[src/rtl/qpsk_upsampler_if.sv]
// Symbol-side handshake and sample-side outputs of the QPSK upsampler.
// The slave modport is the design view; the master modport is the driver/consumer view.
interface qpsk_upsampler_if;
  logic        en;
  logic [1:0]  sym_in;
  logic        sym_valid;
  logic        sym_ready;
  logic [31:0] xout;
  logic [31:0] yout;
  logic        sym_strobe;
  logic        underflow;

  modport slave (
    input  en, sym_in, sym_valid,
    output sym_ready, xout, yout, sym_strobe, underflow
  );

  modport master (
    output en, sym_in, sym_valid,
    input  sym_ready, xout, yout, sym_strobe, underflow
  );
endinterface

[src/rtl/qpsk_upsampler.sv]
// QPSK symbol mapper with zero-stuffing upsampler: buffers 2-bit symbols in a small
// FIFO and emits one +/-AMP I/Q sample every UPS enabled cycles, zeros in between.
module qpsk_map_lane #(
  parameter int unsigned AMP = 46341
) (
  input  logic        sym_bit,
  output logic [31:0] sample
);
  localparam logic [31:0] POS = 32'(AMP);
  localparam logic [31:0] NEG = ~POS + 32'd1;

  assign sample = sym_bit ? NEG : POS;
endmodule

module qpsk_upsampler #(
  parameter int unsigned AMP   = 46341,
  parameter int unsigned UPS   = 8,
  parameter int unsigned DEPTH = 4
) (
  input  logic clk,
  input  logic rst,
  qpsk_upsampler_if.slave io
);
  localparam int LANES = 2;
  localparam int PW    = $clog2(UPS);
  localparam int AW    = $clog2(DEPTH);
  localparam int CW    = $clog2(DEPTH + 1);

  logic [1:0]    mem [DEPTH];
  logic [AW-1:0] wptr, rptr;
  logic [CW-1:0] count, count_nxt;
  logic [PW-1:0] phase;
  logic          push, slot, pop;
  logic [LANES-1:0]       head;
  logic [LANES-1:0][31:0] lane_sample;

  // Ready looks only at the registered count, so a full FIFO never takes a
  // word even when a pop is happening on the same edge.
  assign io.sym_ready = (count < CW'(DEPTH));
  assign push = io.sym_valid && io.sym_ready;
  assign slot = io.en && (phase == '0);
  assign pop  = slot && (count != '0);
  assign head = mem[rptr];

  always_ff @(posedge clk) begin
    if (push) mem[wptr] <= io.sym_in;
  end

  always_comb begin
    count_nxt = count;
    case ({push, pop})
      2'b10:   count_nxt = count + CW'(1);
      2'b01:   count_nxt = count - CW'(1);
      default: count_nxt = count;
    endcase
  end

  always_ff @(posedge clk or posedge rst) begin
    if (rst) begin
      wptr  <= '0;
      rptr  <= '0;
      count <= '0;
      phase <= '0;
    end else begin
      count <= count_nxt;
      if (push) wptr <= wptr + AW'(1);
      if (pop)  rptr <= rptr + AW'(1);
      if (io.en) phase <= (phase == PW'(UPS - 1)) ? '0 : phase + PW'(1);
    end
  end

  // bit0 drives the I lane, bit1 the Q lane
  for (genvar l = 0; l < LANES; l++) begin : g_lane
    qpsk_map_lane #(.AMP(AMP)) u_lane (
      .sym_bit (head[l]),
      .sample  (lane_sample[l])
    );
  end

  always_ff @(posedge clk or posedge rst) begin
    if (rst) begin
      io.xout       <= '0;
      io.yout       <= '0;
      io.sym_strobe <= 1'b0;
      io.underflow  <= 1'b0;
    end else begin
      io.xout       <= '0;
      io.yout       <= '0;
      io.sym_strobe <= 1'b0;
      if (slot) begin
        io.sym_strobe <= 1'b1;
        if (count != '0) begin
          io.xout <= lane_sample[0];
          io.yout <= lane_sample[1];
        end else begin
          io.underflow <= 1'b1;
        end
      end
    end
  end
endmodule

[src/flat_wrapper.sv]
// flat-port wrapper written by rule: the top's interface ports become plain ports
module qpsk_upsampler_flat 
#(
  parameter int unsigned AMP   = 46341,
  parameter int unsigned UPS   = 8,
  parameter int unsigned DEPTH = 4
)
  (clk, rst, io_en, io_sym_in, io_sym_valid, io_sym_ready, io_xout, io_yout, io_sym_strobe, io_underflow);
  qpsk_upsampler_if io_i ();
  input  logic clk;
  input  logic rst;
  input wire logic [$bits(io_i.en)-1:0] io_en;
  input wire logic [$bits(io_i.sym_in)-1:0] io_sym_in;
  input wire logic [$bits(io_i.sym_valid)-1:0] io_sym_valid;
  output wire logic [$bits(io_i.sym_ready)-1:0] io_sym_ready;
  output wire logic [$bits(io_i.xout)-1:0] io_xout;
  output wire logic [$bits(io_i.yout)-1:0] io_yout;
  output wire logic [$bits(io_i.sym_strobe)-1:0] io_sym_strobe;
  output wire logic [$bits(io_i.underflow)-1:0] io_underflow;
  assign io_i.en = io_en;
  assign io_i.sym_in = io_sym_in;
  assign io_i.sym_valid = io_sym_valid;
  assign io_sym_ready = io_i.sym_ready;
  assign io_xout = io_i.xout;
  assign io_yout = io_i.yout;
  assign io_sym_strobe = io_i.sym_strobe;
  assign io_underflow = io_i.underflow;
  qpsk_upsampler #(.AMP(AMP), .UPS(UPS), .DEPTH(DEPTH)) u_core (.clk(clk), .rst(rst), .io(io_i));
endmodule
[config.mk]
export PLATFORM = sky130hd
export DESIGN_NAME = qpsk_upsampler_flat
export DESIGN_NICKNAME = d
export VERILOG_FILES = /design/src/rtl/qpsk_upsampler_if.sv /design/src/rtl/qpsk_upsampler.sv /design/src/flat_wrapper.sv
export SDC_FILE = /design/constraint.sdc
export NUM_CORES = 1
export LEC_CHECK = 0
export CAP_MARGIN = 40
export CORE_ASPECT_RATIO = 1.1
export CORE_MARGIN = 5
export CORE_UTILIZATION = 50
export CTS_CLUSTER_SIZE = 12
export DETAILED_ROUTE_END_ITERATION = 10
export PLACE_DENSITY = 0.84
export SLEW_MARGIN = 25
export SYNTH_ARGS = -nofsm -noshare
export SYNTH_HDL_FRONTEND = slang
export SYNTH_HIERARCHICAL = 1
export SYNTH_SLANG_ARGS = --single-unit
export TNS_END_PERCENT = 10
[constraint.sdc]
create_clock -name clk -period 3.2 [get_ports clk]
set_clock_uncertainty 0.1 [all_clocks]
set_input_delay 0.64 -clock clk [delete_from_list [all_inputs] [get_ports clk]]
set_output_delay 0.64 -clock clk [all_outputs]
set_load 0.03 [all_outputs]
==> Yosys cells after proc, flatten, opt, wreduce, memory -nomap -nowiden <==
Memories as Yosys holds them, arrays and structs flattened.
Index checks and enable logic that the tools add are counted.
{ "word_totals": {"in_bits": 6, "mem_count": 1, "out_inout_bits": 67, "reg_bits": 76, "ram_bits": 8} }
{ "mem_list": {"columns": ["name", "words", "word_bits", "read_ports", "rd_ports_with_merged_regs", "wr", "line_no", "source"], "rows": [
  ["u_core.mem", 4, 2, 1, 0, 1, "qpsk_upsampler.sv:29", "logic [1:0] mem [DEPTH];"]
]} }
{ "classes": {"muxes": 11, "n_eq_ne": 3, "n_bitwise": 1, "n_reduce_logical": 7, "addsub": 5, "magnitude_cmp": 1} }
{ "ops": {"columns": ["operator", "n"], "rows": [
  ["$mux 32", 6],
  ["$add 3x1->3 const B", 2],
  ["$pmux 3 s2", 1],
  ["$add 2x1->2 const B", 2],
  ["$eq 3x3->1 const B", 1],
  ["$logic_and 1x1->1", 3],
  ["$logic_not 3->1", 1],
  ["$lt 3x3->1 const B", 1],
  ["$mux 1", 3],
  ["$mux 3", 1],
  ["$reduce_bool 3->1", 1],
  ["$sub 3x1->3 const B", 1],
  ["$eq 2x1->1 const B", 1],
  ["$eq 2x2->1 const B", 1],
  ["$reduce_and 2->1", 1],
  ["$reduce_bool 2->1", 1],
  ["$not 1->1", 1]
]} }

==> Logic depth before layout (Yosys ltp) <==
{ "logic_depth": {"word_depth": 5, "depth_mapped": 12, "depth_no_buf": 10} }

==> Hierarchy <==
Netlist, hierarchy kept.
{ "by_module_without_submodules": {"columns": ["mod", "cells_each", "seq_area_each_um2", "n_inst", "area_per_inst_um2"], "rows": [
  ["qpsk_upsampler", 204, 2142.1, 1, 3005.4],
  ["qpsk_map_lane", 33, 0.0, 2, 240.2]
]} }

==> Worst setup path after synthesis <==
Ideal clock, no wire load.
{ "synth_path": {"path_type": "in2reg", "startpoint": "input io_en", "endpoint": "register u_core.count[2]", "path_stages": 10, "arrival_ps": 2120, "path_slack_ps": 848, "n_path_buf": 2, "cell_sequence": "and3b_2 -> and2b_4 -> buf_6 -> buf_6 -> ha_1 -> inv_1 -> fa_1 -> xor2_1 -> nor2_1 -> xnor2_1"} }
{ "synth_via": {"elab_chain_cells": 4, "elab_cells_between_ends": 6, "cone_classes": "2 x eq/ne; 1 x mux; 3 x reduce/logical"} }
{ "synth_lines": {"columns": ["element", "line_no", "source"], "rows": [
  ["start: declaration", "flat_wrapper.sv:12", "input wire logic [$bits(io_i.en)-1:0] io_en;"],
  ["$logic_and 1x1->1 *", "qpsk_upsampler.sv:41", "assign slot = io.en && (phase == '0);"],
  ["$logic_and 1x1->1 *", "qpsk_upsampler.sv:42", "assign pop = slot && (count != '0);"],
  ["net u_core.pop", "qpsk_upsampler.sv:33", "logic push, slot, pop;"],
  ["$eq 2x1->1 / $eq 2x2->1 (equally long branches)", "qpsk_upsampler.sv:51", "case ({push, pop})"],
  ["$pmux 3 s2 / $reduce_bool 2->1 (equally long branches)", null, null],
  ["end signal: assignment", "qpsk_upsampler.sv:65", "count <= count_nxt;"],
  ["end: declaration", "qpsk_upsampler.sv:31", "logic [CW-1:0] count, count_nxt;"]
]} }
Mark *: on every way through the listed nets, which the timed path passes. The rest lies on a longest branch.
A chain may end at the register's enable or synchronous reset.

==> Final worst setup path <==
{ "layout_path": {"startpoint": "input io_en", "endpoint": "register u_core.count[2]"} }
{ "layout_via": {"elab_chain_cells": 4, "elab_cells_between_ends": 6, "cone_classes": "2 x eq/ne; 1 x mux; 3 x reduce/logical"} }
{ "layout_lines": {"columns": ["element", "line_no"], "rows": [
  ["$logic_and 1x1->1 *", "qpsk_upsampler.sv:41"],
  ["net u_core.slot", "qpsk_upsampler.sv:33"],
  ["$logic_and 1x1->1 *", "qpsk_upsampler.sv:42"],
  ["$eq 2x1->1 / $eq 2x2->1 (equally long branches)", "qpsk_upsampler.sv:51"],
  ["$pmux 3 s2 / $reduce_bool 2->1 (equally long branches)", null]
]} }
Marks and branches as above.

==> results.py <==
metrics = {
    "placement": {
        "place_inst": 359,
        "gp_congestion": 0.737,
        "dpl.hpwl_um": 3410,
        "io_buffer_count": 72,
    },
    "cts": {
        "clk_latency_ns": 0.33,
        "ctsHoldBuffers": 0,
        "clk_pin_slew_ns": 0.08,
        "cts_resized": 0,
        "clk_path_buf_depth": 2,
        "cts_buffers": 9,
        "cts_tree": "yes",
        "cts_setup_buffers": 0,
        "cts.root.buffer_cell": "clkbuf_8",
        "ctsHtreeMaxLevel": 3,
        "clock-sinks": 84,
    },
    "flow_run": {
        "cap_violations": 0,
    },
    "drt": {
        "ant_nets": 0,
        "routed_via_density": 4.41,
        "drc": 0,
        "drt_pass1_iterations": 4,
        "wl_um": 4940,
        "wl_per_cell_um": 13.1,
        "initialDrtViolationCount": 32,
        "via_count": 1658,
    },
    "power": {
        "swShare_pct": 35.3,
        "p_int_uw": 2050,
        "power_frac_comb_pct": 35.2,
        "switching_power_uw": 1120,
        "ir_drop_mv": 0.565,
        "p_seq_share_pct": 44.1,
        "powerDensity_nw_per_um2": 793,
        "clock_power_share_pct": 20.7,
        "cellLeakagePower_uw": 0.00188,
    },
    "setup_path": {
        "required_ns": 3.35,
        "critPathKind": "in -> reg",
        "end_kind": "flip-flop",
        "cp_max_fo": 6,
        "r2r_slack_ns": 1.04,
        "arrival_ns": 2.59,
        "start_kind": "input port",
    },
    "yosys": {
        "synthesis.nets": 285,
        "synth-seq-cells": 84,
        "synth_area_leader_cell": "dfrtp_1",
        "synth_area_um2": 3490,
        "yosysSeqAreaShare_pct": 61.5,
        "synth.top_cells.by_area": "dfrtp_1 55%, buf_4 13%, and2_1 12%, edfxtp_1 6.9%, ha_1 2.9%",
        "syn_area_per_cell_um2": 12.9,
        "ys_types": 25,
        "synthCells": 270,
        "synth_warnings": 6,
        "synth_top_area_share_pct": 54.6,
    },
    "die": {
        "die_area_um2": 8740,
        "fp-row-count": 32,
        "num_io_pins": 73,
        "start_util_pct": 50.6,
        "dieWidth_um": 89.6,
        "coreArea_um2": 6890,
        "fp.dieH_um": 97.6,
    },
    "final_layout": {
        "regArea_um2": 2140,
        "stdcell_count": 376,
        "nets": 301,
        "drive_gt1_share_pct": 8.93,
        "antenna_cells": 0,
        "fillers": 548,
        "multi_input_area_um2": 762,
        "synthToLayoutAreaGrowth_pct": 14.9,
    },
    "sta": {
        "fmax_ghz": 0.411,
        "whs_ns": 0.360,
        "setup_tns_ns": 0,
        "rsz0062_at_grt": "no",
        "layout_min_cycle_time_ns": 2.43,
        "finalSetupViolCount": 0,
        "maxSlewViolCount": 0,
        "period_share_pct": 76.0,
        "hold_viol": 0,
    },
    "global_routing": {
        "grt_max_degree": 66,
        "grtUsageTotal_pct": 12.1,
        "grt_overflow": 0,
        "grt_pass1_wl_um": 8050,
        "grt_antenna_before_repair": 0,
        "grt_pass1_vias": 1610,
    },
    "outcome": {
        "status": "finished, final reports clean",
    },
    "hold_path": {
        "hold_path.class": "reg -> reg",
    },
}
final cells by class:
| cell class | count | area share, % |
|---|---|---|
| repair buffers | 75 | 19.2 |
| inverters | 13 | 1.22 |
| multi-input cells | 103 | 19.0 |
| well taps | 85 | 2.66 |
| clock inverters | 5 | 0.906 |
| clock buffers | 11 | 3.53 |
| flip-flops and latches | 84 | 53.5 |
worst max-delay path, cell delays in order:
cell	delay, ns
clkdlybuf4s50_1	0.55
and3b_2	0.24
and2b_4	0.16
ha_1	0.17
inv_1	0.06
fa_1	0.37
xor2_1	0.15
nor2_1	0.11
xnor2_1	0.13
kinds of logic (layout without fill, tap and decap cells):
family                   count (synthesis)  after routing  synth area share, %
AO/OA/AOI/OAI                            5              5                0.790
adder cells (fa/ha/maj)                  9              9                 3.45
multiplexers                             3              3                 1.62
flip-flops                              84             84                 61.4
AND/OR/NAND/NOR                         78             78                 14.1
other                                    2              2                0.215
XOR/XNOR                                 6              6                 1.72
buffers and inverters                   83            104                 16.7
worst paths after layout:
path                                     startpoint                   to  depth (start not counted)
worst max-delay path                          io_en      u_core/count[2]                          9
worst min-delay path            u_core/io.underflow  u_core/io.underflow                          1
worst max register to register      u_core/phase[0]      u_core/count[2]                         10
worst min register to register  u_core/io.underflow  u_core/io.underflow                          1
max in group asynchronous                       rst      u_core/phase[1]                          4
min in group asynchronous                       rst   u_core/io.yout[13]                          2
flip-flops by register name, summed over array words and instances, names as in the netlist:
signal                count
u_core/rptr               2
u_core/mem                8
u_core/wptr               2
u_core/io.underflow       1
u_core/phase              3
u_core/io.xout           32
u_core/io.sym_strobe      1
u_core/count              3
u_core/io.yout           32
layout by cell type, fill, tap and decap left out, types with 3 or more instances in the layout:
master           instances
nand2_1                  3
xnor2_1                  3
ha_1                     8
dfrtp_1                 76
clkbuf_8                10
o21ai_0                  4
edfxtp_1                 8
inv_1                   12
and2_1                  68
clkdlybuf4s50_1         72
synthesized netlist by cell type:
cell type and instances:
ha_1 8, xnor2_1 3, mux2_2 1, buf_6 5, nor3_2 1, nor2b_1 1, fa_1 1, mux4_2 2
and2_1 68, xor2_1 2, and3b_2 1, buf_4 62, conb_1 2, xor2_2 1, inv_1 13, edfxtp_1 8
dfrtp_1 76, and3b_1 1, o21ai_0 4, nand2_1 3, and2b_4 1, nand3_1 1, nor2_1 1, a21o_1 1
clkbuf_1 3
through the flow:
step                      power [uW]  utilization [%]  area [um^2]  setup slack [ns]
final                           3180             58.2         4010             0.767
after global routing            3400             58.2         4010             0.688
after CTS                       3230             57.9         3990             0.777
after detailed placement        2570             55.3         3810             0.396
after global placement          2510             55.3         3810             0.498
after floorplan                 2720                -         3490             0.522
power groups by stage:
stage	registers (uW)	logic [uW]	clock network, uW
finish	1400	1120	659
global route	1430	1240	736
CTS	1400	1140	686
detailed placement	1420	1140	0
global placement	1410	1090	0
floorplan	1690	1040	0
layer usage:
layer	wire, um	track usage (%)	vias to the layer above
met5	0	0	-
met4	98	5.50	0
met3	397	3.39	9
met2	2420	18.8	54
met1	2030	15.6	801
li1	-	-	794
(Power assumes the default switching activity.)
